**config.mk**
```make
export PLATFORM = sky130hd
export DESIGN_NAME = alu_exec_responder_flat
export DESIGN_NICKNAME = d
export VERILOG_FILES = /design/src/rtl/alu_exec_responder_if.sv /design/src/rtl/alu_exec_responder.sv /design/src/flat_wrapper.sv
export SDC_FILE = /design/constraint.sdc
export NUM_CORES = 1
export LEC_CHECK = 0
export BUFFER_PORTS_ARGS = -buffer_cell sky130_fd_sc_hd__buf_2
export CORE_MARGIN = 3
export CORE_UTILIZATION = 55
export CTS_CLUSTER_DIAMETER = 60
export DETAILED_ROUTE_END_ITERATION = 7
export GPL_TIMING_DRIVEN = 0
export PLACE_DENSITY = 0.77
export SYNTH_ARGS = -nofsm -noshare
export SYNTH_HDL_FRONTEND = slang
export SYNTH_SLANG_ARGS = --single-unit
```
**constraint.sdc**
```tcl
create_clock -name clk -period 5.2 [get_ports clk]
set_input_delay 1.04 -clock clk [delete_from_list [all_inputs] [get_ports clk]]
set_output_delay 1.04 -clock clk [all_outputs]
set_load 0.05 [all_outputs]
```
**src/rtl/alu_exec_responder_if.sv**
```systemverilog
`default_nettype none
// ============================================================================
// Module   : alu_exec_responder_if
// Purpose  : Request/response handshake bundle for the ALU execution responder.
// Revision : 1.0 - initial release
// ============================================================================
interface alu_exec_responder_if;
    logic       req_valid;
    logic       req_ready;
    logic [7:0] inreg1;
    logic [7:0] inreg2;
    logic [1:0] opcode;
    logic       resp_valid;
    logic       resp_ready;
    logic [7:0] result;
    logic       carry;
    logic       zero;
    logic [7:0] resp_tag;

    modport master (
        output req_valid, inreg1, inreg2, opcode, resp_ready,
        input  req_ready, resp_valid, result, carry, zero, resp_tag
    );

    modport slave (
        input  req_valid, inreg1, inreg2, opcode, resp_ready,
        output req_ready, resp_valid, result, carry, zero, resp_tag
    );
endinterface
`default_nettype wire

```
**src/rtl/alu_exec_responder.sv**
```systemverilog
`default_nettype none
// ============================================================================
// Module   : alu_exec_responder
// Purpose  : Single-outstanding 8-bit ALU (add/sub/and/or) with tagged response.
// Revision : 1.0 - initial release
// ============================================================================
module alu_exec_responder (
    input  logic                       clk,
    input  logic                       reset,
    alu_exec_responder_if.slave        bus
);

    localparam logic [1:0] S_IDLE = 2'd0;
    localparam logic [1:0] S_EXEC = 2'd1;
    localparam logic [1:0] S_RESP = 2'd2;

    localparam logic [1:0] C_OP_ADD = 2'b00;
    localparam logic [1:0] C_OP_SUB = 2'b01;
    localparam logic [1:0] C_OP_AND = 2'b10;

    logic [1:0] r_state;
    logic [1:0] w_next_state;
    logic [7:0] r_a;
    logic [7:0] r_b;
    logic [1:0] r_op;
    logic [7:0] r_count;
    logic [7:0] r_result;
    logic       r_carry;
    logic       r_zero;
    logic [7:0] r_tag;

    logic       w_accept;
    logic [8:0] w_sum;
    logic [8:0] w_diff;
    logic [7:0] w_res;
    logic       w_cy;

    assign w_accept = (r_state == S_IDLE) && bus.req_valid;

    // State register
    always_ff @(posedge clk or posedge reset) begin
        if (reset) begin
            r_state <= S_IDLE;
        end else begin
            r_state <= w_next_state;
        end
    end

    // Next-state logic
    always_comb begin
        w_next_state = r_state;
        case (r_state)
            S_IDLE:  if (bus.req_valid)  w_next_state = S_EXEC;
            S_EXEC:                      w_next_state = S_RESP;
            S_RESP:  if (bus.resp_ready) w_next_state = S_IDLE;
            default:                     w_next_state = S_IDLE;
        endcase
    end

    // Output logic
    always_comb begin
        bus.req_ready  = (r_state == S_IDLE);
        bus.resp_valid = (r_state == S_RESP);
        bus.result     = r_result;
        bus.carry      = r_carry;
        bus.zero       = r_zero;
        bus.resp_tag   = r_tag;
    end

    // Subtract is A + ~B + 1; a clear bit 8 means a borrow occurred.
    assign w_sum  = {1'b0, r_a} + {1'b0, r_b};
    assign w_diff = {1'b0, r_a} + {1'b0, ~r_b} + 9'd1;

    always_comb begin
        w_res = r_a | r_b;
        w_cy  = 1'b0;
        case (r_op)
            C_OP_ADD: begin
                w_res = w_sum[7:0];
                w_cy  = w_sum[8];
            end
            C_OP_SUB: begin
                w_res = w_diff[7:0];
                w_cy  = ~w_diff[8];
            end
            C_OP_AND: w_res = r_a & r_b;
            default:  w_res = r_a | r_b;
        endcase
    end

    // Operand capture on accept; the counter already holds this transaction's tag by EXEC.
    always_ff @(posedge clk or posedge reset) begin
        if (reset) begin
            r_a      <= 8'd0;
            r_b      <= 8'd0;
            r_op     <= 2'd0;
            r_count  <= 8'd0;
            r_result <= 8'd0;
            r_carry  <= 1'b0;
            r_zero   <= 1'b0;
            r_tag    <= 8'd0;
        end else begin
            if (w_accept) begin
                r_a     <= bus.inreg1;
                r_b     <= bus.inreg2;
                r_op    <= bus.opcode;
                r_count <= r_count + 8'd1;
            end
            if (r_state == S_EXEC) begin
                r_result <= w_res;
                r_carry  <= w_cy;
                r_zero   <= (w_res == 8'h00);
                r_tag    <= r_count;
            end
        end
    end

endmodule
`default_nettype wire

```
**src/flat_wrapper.sv**
```systemverilog
// flat-port wrapper written by rule: the top's interface ports become plain ports
module alu_exec_responder_flat 
  (clk, reset, bus_req_valid, bus_inreg1, bus_inreg2, bus_opcode, bus_resp_ready, bus_req_ready, bus_resp_valid, bus_result, bus_carry, bus_zero, bus_resp_tag);
  alu_exec_responder_if bus_i ();
  input  logic clk;
  input  logic reset;
  input wire logic [$bits(bus_i.req_valid)-1:0] bus_req_valid;
  input wire logic [$bits(bus_i.inreg1)-1:0] bus_inreg1;
  input wire logic [$bits(bus_i.inreg2)-1:0] bus_inreg2;
  input wire logic [$bits(bus_i.opcode)-1:0] bus_opcode;
  input wire logic [$bits(bus_i.resp_ready)-1:0] bus_resp_ready;
  output wire logic [$bits(bus_i.req_ready)-1:0] bus_req_ready;
  output wire logic [$bits(bus_i.resp_valid)-1:0] bus_resp_valid;
  output wire logic [$bits(bus_i.result)-1:0] bus_result;
  output wire logic [$bits(bus_i.carry)-1:0] bus_carry;
  output wire logic [$bits(bus_i.zero)-1:0] bus_zero;
  output wire logic [$bits(bus_i.resp_tag)-1:0] bus_resp_tag;
  assign bus_i.req_valid = bus_req_valid;
  assign bus_i.inreg1 = bus_inreg1;
  assign bus_i.inreg2 = bus_inreg2;
  assign bus_i.opcode = bus_opcode;
  assign bus_i.resp_ready = bus_resp_ready;
  assign bus_req_ready = bus_i.req_ready;
  assign bus_resp_valid = bus_i.resp_valid;
  assign bus_result = bus_i.result;
  assign bus_carry = bus_i.carry;
  assign bus_zero = bus_i.zero;
  assign bus_resp_tag = bus_i.resp_tag;
  alu_exec_responder u_core (.clk(clk), .reset(reset), .bus(bus_i));
endmodule
```
==> run_results.csv <==
group,metric,value,unit
clock_network,clk_path_buf_depth,2,
clock_network,post_cts_buffers,0,
global_routing,grt_pass1_wl,9670,um
drt,drt_first_pass_iters,4,
final_layout,final_cell_mix,"buf_2, dfrtp_1, nand2_1",
critical_path,worst-path-max-fanout,4,
critical_path,crit_type,"reg2reg",
critical_path,critPathLaunch,"u_core.r_b[1]",
outcome,status,"completed",
critical_path,crit_chain,"inv_1 -> ha_1 -> o21bai_1 -> a21oi_1 -> o311ai_1 -> o311ai_1 -> a31oi_1 -> nand4_1 -> o41ai_2",
placed_design,port_buffers,41,
critical_path,critPathBufInv,1,
global_routing,grt_overflow,0,
final_layout,fill_cells,389,
die,design.die.area,0.00584,mm^2
critical_path,cp.required,5.41,ns
synth,synth_top_flop_cell,"dfrtp_1",
sta,clock_skew,0.00849,ns
clock_network,clock-sinks,46,
placed_design,dpl_cell_area,0.00303,mm^2
global_routing,grt_start_max_net_pins,33,
drt,drcViolationCount,0,
clock_network,cts_resized,0,
drt,drtIter0Drc,101,
synth,syn_area,0.00273,mm^2
clock_network,cts-root-buf,"clkbuf_8",
placed_design,routabilityCongestion,0.903,
sta,worstMarginPinSlew,0.564,ns
final_layout,finalInstanceArea,0.00312,mm^2
die,rows,24,
sta,rsz0062_at_grt,"no",
critical_path,r2r_start,"u_core.r_b[1]",
critical_path,slowest_delay,0.41,ns
critical_path,rr_endpoint,"u_core.bus.zero",
critical_path,slowest_stage,"dfrtp_1",
synth,yosysSeqAreaShare,42.2,%
critical_path,cp.depth,9,
synth,async_reset_ff_share,100,%
clock_network,insertion_delay,0.30,ns
final_layout,drive_gt1_share,24.2,%
sta,fmax,0.399,GHz
flow_run,max-cap-violations,0,
drt,routed_wl,5740,um
clock_network,cts_htree_levels,2,
synth,synth_seq_cells,46,
drt,drtAntennaViolNets,0,
synth,syn_avg_cell_area,9.87,um^2
drt,wire_per_inst,14.7,um
sta,fin_crit_sh,48.2,%
sta,relSlewSlack,62.4,%
global_routing,grt_pass1_vias,1975,
synth,ys_types,45,
worst_hold_path,hp-class,"reg2reg",
sta,finalSetupTns,0,ns
drt,num_vias,2102,
critical_path,crit_family,"compound AO/OA/AOI/OAI gates",
sta,finalCriticalPeriod,2.50,ns
sta,finalHoldViolCount,0,
synth,synth-edff-count,0,
sta,setup_violations,0,
critical_path,critical_path.startpoint_type,"flop",
clock_network,cts_tree,"done",
final_layout,syn_to_final_growth,14.6,%
synth,yosysWarnings,0,
die,initial_core_util,59.7,%
die,die_w,76.4,um
critical_path,r2r_setup_slack,2.70,ns
clock_network,cts_hold_buf,0,
die,die_h,76.4,um
placed_design,place_hpwl,4480,um
sta,timing_max_transition_violations_final,0,
global_routing,grt_util_all_layers,20.6,%
final_layout,fin_util,68.4,%
synth,postSynthCellCount,276,
drt,via_per_inst,5.38,
global_routing,antenna_found_initial,0,
clock_network,path_clk_slew,0.09,ns
clock_network,cts_inserted_buffers,5,
final_layout,final_common_cell,"buf_2",
die,io_pins,42,
final_layout,antenna_cells,0,
critical_path,cpMostUsedCell,"o311ai_1",
critical_path,crit_end,"u_core.bus.zero",
critical_path,r2r_cells,9,
die,core,0.00456,mm^2
final_layout,nets,374,
critical_path,worstPathArrival,2.71,ns
critical_path,end_kind,"flop",
synth,synthesis.nets,325,
cell usage after synthesis (2+ instances only):
cell	instances	area share [%]
o21bai_1	4	1.1
nor2b_1	3	0.69
a221o_1	3	1.1
o311ai_1	2	0.64
a311oi_1	2	0.64
nand2_1	31	4.3
nor3b_1	3	0.83
buf_1	2	0.28
inv_1	26	3.6
a21o_1	4	1.1
a31oi_1	2	0.46
xor2_1	3	0.96
o21ai_0	25	4.6
nor2_1	18	2.5
xnor2_1	11	3.5
nand3_1	3	0.55
ha_1	25	11
o31ai_1	2	0.55
dfrtp_1	46	42
fa_1	2	1.5
nand4_1	3	0.69
nor3_1	2	0.37
clkbuf_1	5	0.69
nand2b_1	3	0.69
mux2_2	12	5.0
buf_2	6	1.1
a21oi_1	10	1.8
per-layer routing:
metal  part of all wire, %  wire length (um)  up-vias  track usage (%)
li1                      -                 -     1034                -
met4                  0.92                53        0             4.35
met2                    46              2640       49             33.0
met1                    48              2770     1012             29.4
met5                     0                 0        -                0
met3                   4.7               268        7             3.66
through the flow:
stage	instances	setup WS [ns]	hold slack, ns
floorplan	276	3.05	0.442
global route	391	2.39	0.515
detailed placement	383	2.69	0.465
CTS	391	2.70	0.486
global placement	382	2.52	0.456
finish	391	2.70	0.481
worst min-delay path, stage by stage, from the launching register on:
cell and delay (ns):
dfrtp_1 0.35, nand2_1 0.04, o21ai_0 0.06
worst min path at each step:
stage / startpoint / endpoint / slack, ns / cells after the start
after floorplan: u_core.r_count[7] / u_core.r_count[7] / 0.44 / 1
after global routing: u_core.bus.result[1] / u_core.bus.result[1] / 0.52 / 2
after global placement: u_core.bus.result[3] / u_core.bus.result[3] / 0.46 / 1
after detailed placement: u_core.bus.result[1] / u_core.bus.result[1] / 0.47 / 2
final: u_core.bus.result[1] / u_core.bus.result[1] / 0.48 / 2
after CTS: u_core.bus.result[1] / u_core.bus.result[1] / 0.49 / 2
final cells by class:
cell class | instances | area (um^2) | area share, %
Clock buffer | 5 | 68.8 | 2.20
Timing Repair Buffer | 42 | 225 | 7.21
Multi-Input combinational cell | 190 | 1410 | 45.1
Clock inverter | 3 | 23.8 | 0.761
Inverter | 26 | 97.6 | 3.12
Sequential cell | 46 | 1150 | 36.8
Buffer | 14 | 67.6 | 2.16
Tap cell | 65 | 81.3 | 2.60
sequential cells by signal (all words and copies together), names as in the netlist:
name	flops
u_core.r_state	2
u_core.r_b	8
u_core.r_count	8
u_core.r_a	8
u_core.bus.carry	1
u_core.r_op	2
u_core.bus.zero	1
u_core.bus.resp_tag	8
u_core.bus.result	8
logic make-up (layout without fill, tap and decap cells):
logic type               count (synthesis)  after routing  synth area share [%]
AND/OR/NAND/NOR                         69             69                  11.3
AO/OA/AOI/OAI                           67             67                  17.2
flip-flops                              46             46                  42.2
buffers and inverters                   40             90                  6.06
adder cells (fa/ha/maj)                 27             27                  12.9
XOR/XNOR                                14             14                  4.50
multiplexers                            13             13                  5.79
Power is not shown: default switching activity piles up to over one toggle a cycle in this logic, so the estimate is an artifact.
